===== src/rtl/alu_pkg.sv =====
// alu_pkg: opcode constants, ALU timing constant and controller state encoding
// shared by alu_req_ctrl and its sub-modules.
package alu_pkg;
    localparam int OP_ADD            = 0;
    localparam int OP_SUB            = 1;
    localparam int OP_MUL            = 2;
    localparam int OP_DIV            = 3;
    localparam int OP_FADD           = 4;
    localparam int OP_MAX            = 4;
    localparam int ALU_SAMPLE_PERIOD = 32;

    typedef enum logic [1:0] {IDLE, HOLD, RESP} state_e;
endpackage


===== src/rtl/alu_hold_counter.sv =====
// alu_hold_counter: clearable up-counter that raises tc at HOLD_CYCLES-1 and
// then stays there until cleared, so it never wraps inside a hold window.
module alu_hold_counter #(
    parameter int HOLD_CYCLES = 64
) (
    input  logic clk,
    input  logic rst_n,
    input  logic clr,
    input  logic en,
    output logic tc
);
    localparam int CW = $clog2(HOLD_CYCLES) + 1;

    logic [CW-1:0] cnt_q, cnt_d;

    assign tc = cnt_q == CW'(HOLD_CYCLES - 1);

    always_comb cnt_d = clr ? '0 : (en && !tc) ? cnt_q + CW'(1) : cnt_q;

    always_ff @(posedge clk or negedge rst_n) begin
        if (!rst_n) cnt_q <= '0;
        else        cnt_q <= cnt_d;
    end
endmodule


===== src/rtl/alu_req_ctrl.sv =====
// alu_req_ctrl: requester-side sequencer for the unified ALU; holds operands for
// HOLD_CYCLES before capturing the result. Optional macro: ALU_CTRL_DIV0_CHECK_EN.
module alu_req_ctrl
    import alu_pkg::*;
#(
    parameter int WIDTH       = 32,
    parameter int OP_W        = 6,
    parameter int HOLD_CYCLES = 64
) (
    input  logic             clk,
    input  logic             rst_n,
    input  logic             req_valid,
    output logic             req_ready,
    input  logic [OP_W-1:0]  req_op,
    input  logic [WIDTH-1:0] req_a,
    input  logic [WIDTH-1:0] req_b,
    output logic [WIDTH-1:0] alu_a,
    output logic [WIDTH-1:0] alu_b,
    output logic [OP_W-1:0]  alu_sr,
    input  logic [WIDTH-1:0] alu_y,
    output logic             rsp_valid,
    input  logic             rsp_ready,
    output logic [WIDTH-1:0] rsp_data,
    output logic             rsp_err,
    output logic             busy
);
    state_e           state_q, state_d;
    logic [WIDTH-1:0] alu_a_q, alu_a_d, alu_b_q, alu_b_d, rsp_data_q, rsp_data_d;
    logic [OP_W-1:0]  alu_sr_q, alu_sr_d;
    logic             rsp_err_q, rsp_err_d;
    logic             accept, op_bad, div0, reject, tc;

    assign accept = req_valid && state_q == IDLE;
    assign op_bad = req_op > OP_W'(OP_MAX);
`ifdef ALU_CTRL_DIV0_CHECK_EN
    assign div0   = req_op == OP_W'(OP_DIV) && req_b == '0;
`else
    assign div0   = 1'b0;
`endif
    assign reject = op_bad || div0;

    alu_hold_counter #(.HOLD_CYCLES(HOLD_CYCLES)) u_hold_counter (
        .clk   (clk),
        .rst_n (rst_n),
        .clr   (accept),
        .en    (state_q == HOLD),
        .tc    (tc)
    );

    always_ff @(posedge clk or negedge rst_n) begin
        if (!rst_n) begin
            state_q    <= IDLE;
            alu_a_q    <= '0;
            alu_b_q    <= '0;
            alu_sr_q   <= '0;
            rsp_data_q <= '0;
            rsp_err_q  <= 1'b0;
        end else begin
            state_q    <= state_d;
            alu_a_q    <= alu_a_d;
            alu_b_q    <= alu_b_d;
            alu_sr_q   <= alu_sr_d;
            rsp_data_q <= rsp_data_d;
            rsp_err_q  <= rsp_err_d;
        end
    end

    always_comb begin
        state_d = state_q;
        case (state_q)
            IDLE:    state_d = accept ? (reject ? RESP : HOLD) : IDLE;
            HOLD:    state_d = tc ? RESP : HOLD;
            RESP:    state_d = rsp_ready ? IDLE : RESP;
            default: state_d = IDLE;
        endcase
    end

    // Rejected requests leave alu_* untouched so the ALU output stays stable.
    always_comb begin
        alu_a_d    = alu_a_q;
        alu_b_d    = alu_b_q;
        alu_sr_d   = alu_sr_q;
        rsp_data_d = rsp_data_q;
        rsp_err_d  = rsp_err_q;
        if (accept && !reject) begin
            alu_a_d  = req_a;
            alu_b_d  = req_b;
            alu_sr_d = req_op;
        end
        if (accept && reject) begin
            rsp_data_d = op_bad ? '0 : '1;
            rsp_err_d  = 1'b1;
        end
        if (state_q == HOLD && tc) begin
            rsp_data_d = alu_y;
            rsp_err_d  = 1'b0;
        end
    end

    always_comb begin
        req_ready = state_q == IDLE;
        rsp_valid = state_q == RESP;
        busy      = state_q != IDLE;
    end

    assign alu_a    = alu_a_q;
    assign alu_b    = alu_b_q;
    assign alu_sr   = alu_sr_q;
    assign rsp_data = rsp_data_q;
    assign rsp_err  = rsp_err_q;
endmodule


===== config.mk =====
export PLATFORM = sky130hd
export DESIGN_NAME = alu_req_ctrl
export DESIGN_NICKNAME = d
export VERILOG_FILES = /design/src/rtl/alu_pkg.sv /design/src/rtl/alu_hold_counter.sv /design/src/rtl/alu_req_ctrl.sv
export SDC_FILE = /design/constraint.sdc
export NUM_CORES = 1
export LEC_CHECK = 0
export CAP_MARGIN = 20
export CORE_MARGIN = 2
export CORE_UTILIZATION = 44
export CTS_CLUSTER_SIZE = 30
export DETAILED_ROUTE_END_ITERATION = 12
export PLACE_DENSITY = 0.85
export SYNTH_ARGS = -nofsm -noshare
export SYNTH_HDL_FRONTEND = slang
export SYNTH_SLANG_ARGS = --single-unit

===== constraint.sdc =====
create_clock -name clk -period 3 [get_ports clk]
set_clock_uncertainty 0.1 [all_clocks]
set_input_delay 0.3 -clock clk [delete_from_list [all_inputs] [get_ports clk]]
set_output_delay 0.3 -clock clk [all_outputs]
set_load 0.05 [all_outputs]

==> metrics.md <==
| Metric | Value |
|---|---|
| Status | `finished clean` |
| Fraction of layout cells with a size suffix above 1 | `0.0515` |
| TritonRoute pass-1 iters | `4` |
| Clock buffer depth | `2` |
| R2R Path Start | `state_q[1]` |
| #FFs+latches synth | `112` |
| CTS tree | `done` |
| Post-Route WL | `11.7 mm` |
| Die height | `105 um` |
| Area growth, synth to finish | `55.5%` |
| Tcrit/Tclk final | `0.814` |
| Dpl cells | `642` |
| Slew margin rel. | `0.527` |
| Setup ws final | `0.559 ns` |
| Largest net degree at the start of global routing | `61` |
| Slowest cell delay on critical path | `0.79 ns` |
| Post-Syn Area | `4460 um^2` |
| DIE WIDTH | `105 um` |
| Antenna violations before repair | `0` |
| Initial Util | `0.454` |
| Number of DRC markers in iteration 0 | `159` |
| Core ar. | `9820 um^2` |
| Worst Tran Pin Value | `0.709 ns` |
| Row cnt | `36` |
| YS warnings | `0` |
| Critical path class | `reg2out` |
| Worst Setup Start Kind | `flip-flop` |
| Fmax | `0.410 GHz` |
| Crit path from | `state_q[1]` |
| Flop-to-flop setup slack | `0.98 ns` |
| DP Area | `6710 um^2` |
| Slowest cell on the critical path | `clkdlybuf4s50_1` |
| GR Overflow Total | `0` |
| Post-route cell area | `6930 um^2` |
| CP delay by family, top | `buffers and inverters` |
| Hold Path Depth | `2` |
| Final hold vios | `0` |
| Nets@finish | `628` |
| Root Driver | `clkbuf_8` |
| Max Slew Vio Count | `0` |
| CTS Buf Count | `9` |
| Library cells used by synthesis | `35` |
| Final HPWL DP | `8.69 mm` |
| Max FO, Critical Path | `9` |
| PwrDens | `782 nW/um^2` |
| Share of the yosys chip area belonging to registers | `0.629` |
| Worst skew pair latency | `0.35 ns` |
| Ys async rst share | `1.00` |
| Non-Filler Instances | `657` |
| Postcts setup bufs | `0` |
| Pre-CTS setup slack | `0.631 ns` |
| R2r worst-path depth | `4` |
| Number of global-route vias before repair | `3592` |
| Vias post-DR | `3391` |
| Syn Area/Cell | `14.3 um^2` |
| Post-Synthesis Cells | `312` |
| Crit path to | `req_ready` |
| Pleak | `2.98 nW` |
| Vias/cell | `5.16` |
| DRC | `0` |
| Total power | `5.42 mW` |
| Final count of negative-setup-slack endpoints | `0` |
| # IOs | `212` |
| Htree depth | `3` |
| Synth Flop Type | `dfrtp_1` |
| RD Place Congestion | `0.734` |
| Final core utilization | `0.706` |
| Critical-path cell list | `or2_2 > inv_1 > clkdlybuf4s50_1` |
| Crit. End Element | `primary output` |
| Setup_tns | `0 ns` |
| WL per Instance | `17.8 um` |
| Buf/Inv on CP | `2` |
| Hold_ws | `0.380 ns` |
| Die Area | `10900 um^2` |
| First-pass GRT wire length | `19.1 mm` |
| Max-cap violations | `0` |
| Ant. Diodes | `0` |
| FF-to-FF End | `alu_b[14]` |
| CTS clock-pin slew for the worst setup and hold paths | `0.10 ns` |
| Critical path arrival | `2.04 ns` |
| RSZ-0062 raised after global routing | `no` |
| Post-synth EDFFs | `0` |
| Number of routed nets with antenna violations | `0` |
| Syn Nets | `419` |
| Worst hold path type | `in2reg` |
| Worst EP required | `2.60 ns` |
| Clock sink count | `112` |
| Final min period | `2.44 ns` |
| Buffers added on ports | `211` |
| Stages on the worst setup path | `3` |
| Peak VDD IR | `0.411 mV` |
| GRT Util Overall | `0.220` |
-- power by group --
group	switching, mW	leakage, nW	internal (mW)	total, mW
registers	0.183	1.46	1.84	2.02
clock network	0.478	0.101	0.486	0.964
logic	1.57	1.42	0.864	2.43
-- synthesized netlist by cell type (2+ instances only) --
library cell  number  area, um^2
dfrtp_1          112        2800
nand2_1            7        26.3
buf_4              3        22.5
clkbuf_1           6        22.5
o21ai_0           34         170
inv_1              5        18.8
mux2_1            66         743
mux2i_1            5        50.1
and2_1             4        25.0
nand3_1            2        10.0
nand4b_1           2        17.5
buf_2             11        55.1
o2bb2ai_1         32         280
nor2b_1            2        12.5
-- placed cells by master (no fill, tap or decap), types with 2 or more instances in the layout --
cell	instances
and2_1	4
buf_12	2
buf_4	5
bufinv_16	2
clkbuf_8	10
clkdlybuf4s50_1	210
dfrtp_1	112
inv_1	5
mux2_1	66
mux2i_1	5
nand2_1	7
nand3_1	2
nand4b_1	2
nor2b_1	2
o21ai_0	34
o2bb2ai_1	32
-- worst min path at each step --
stage               from            to
3_3_place_gp       rst_n  rsp_data[10]
5_1_grt        alu_y[26]  rsp_data[26]
4_1_cts        alu_y[27]  rsp_data[27]
3_5_place_dp       rst_n  rsp_data[10]
6_report       alu_y[27]  rsp_data[27]
2_1_floorplan      rst_n      alu_a[0]
-- layer usage --
layer	part of all wire	track usage	up-vias
met5	0	0	-
met4	0.026	0.0876	0
met3	0.059	0.0449	23
met2	0.51	0.388	140
met1	0.40	0.265	1670
li1	-	-	1558
-- repair_timing --
item                      4_1_cts  5_1_grt
hold buffers                    1        0
hold endpoints to repair       54        0
resized for setup               0        0
-- state kept, by name, indices dropped and copies added, names as in the netlist --
name	flops
alu_a	32
alu_b	32
alu_sr	6
rsp_data	32
rsp_err	1
state_q	2
u_hold_counter.cnt_q	7
-- worst reg2reg max path: cells and delay by family (launching register included) --
kind | cells | cell delay, ns
AND/OR/NAND/NOR | 2 | 0.64
buffers and inverters | 1 | 0.29
multiplexers | 1 | 0.38
flip-flops | 1 | 0.49
-- cell type report --
cell class | count | area (um^2)
fill | 736 | 2890
multi-input combinational | 175 | 1540
clock buffer | 11 | 141
clock inverter | 3 | 67.6
inverter | 5 | 18.8
sequential | 112 | 2800
timing repair buffer | 218 | 2190
tap | 133 | 166
-- logic make-up after synthesis --
kind of cell / after synthesis / synth area share
DFF: 112 / 0.629
AOI/OAI and AO/OA: 74 / 0.117
and+or+nand+nor: 28 / 0.0444
adders and majority gates: 1 / 0.00281
buffers and inverters: 25 / 0.0267
muxes: 72 / 0.181
Note: power is estimated with default switching activity, not from simulation.
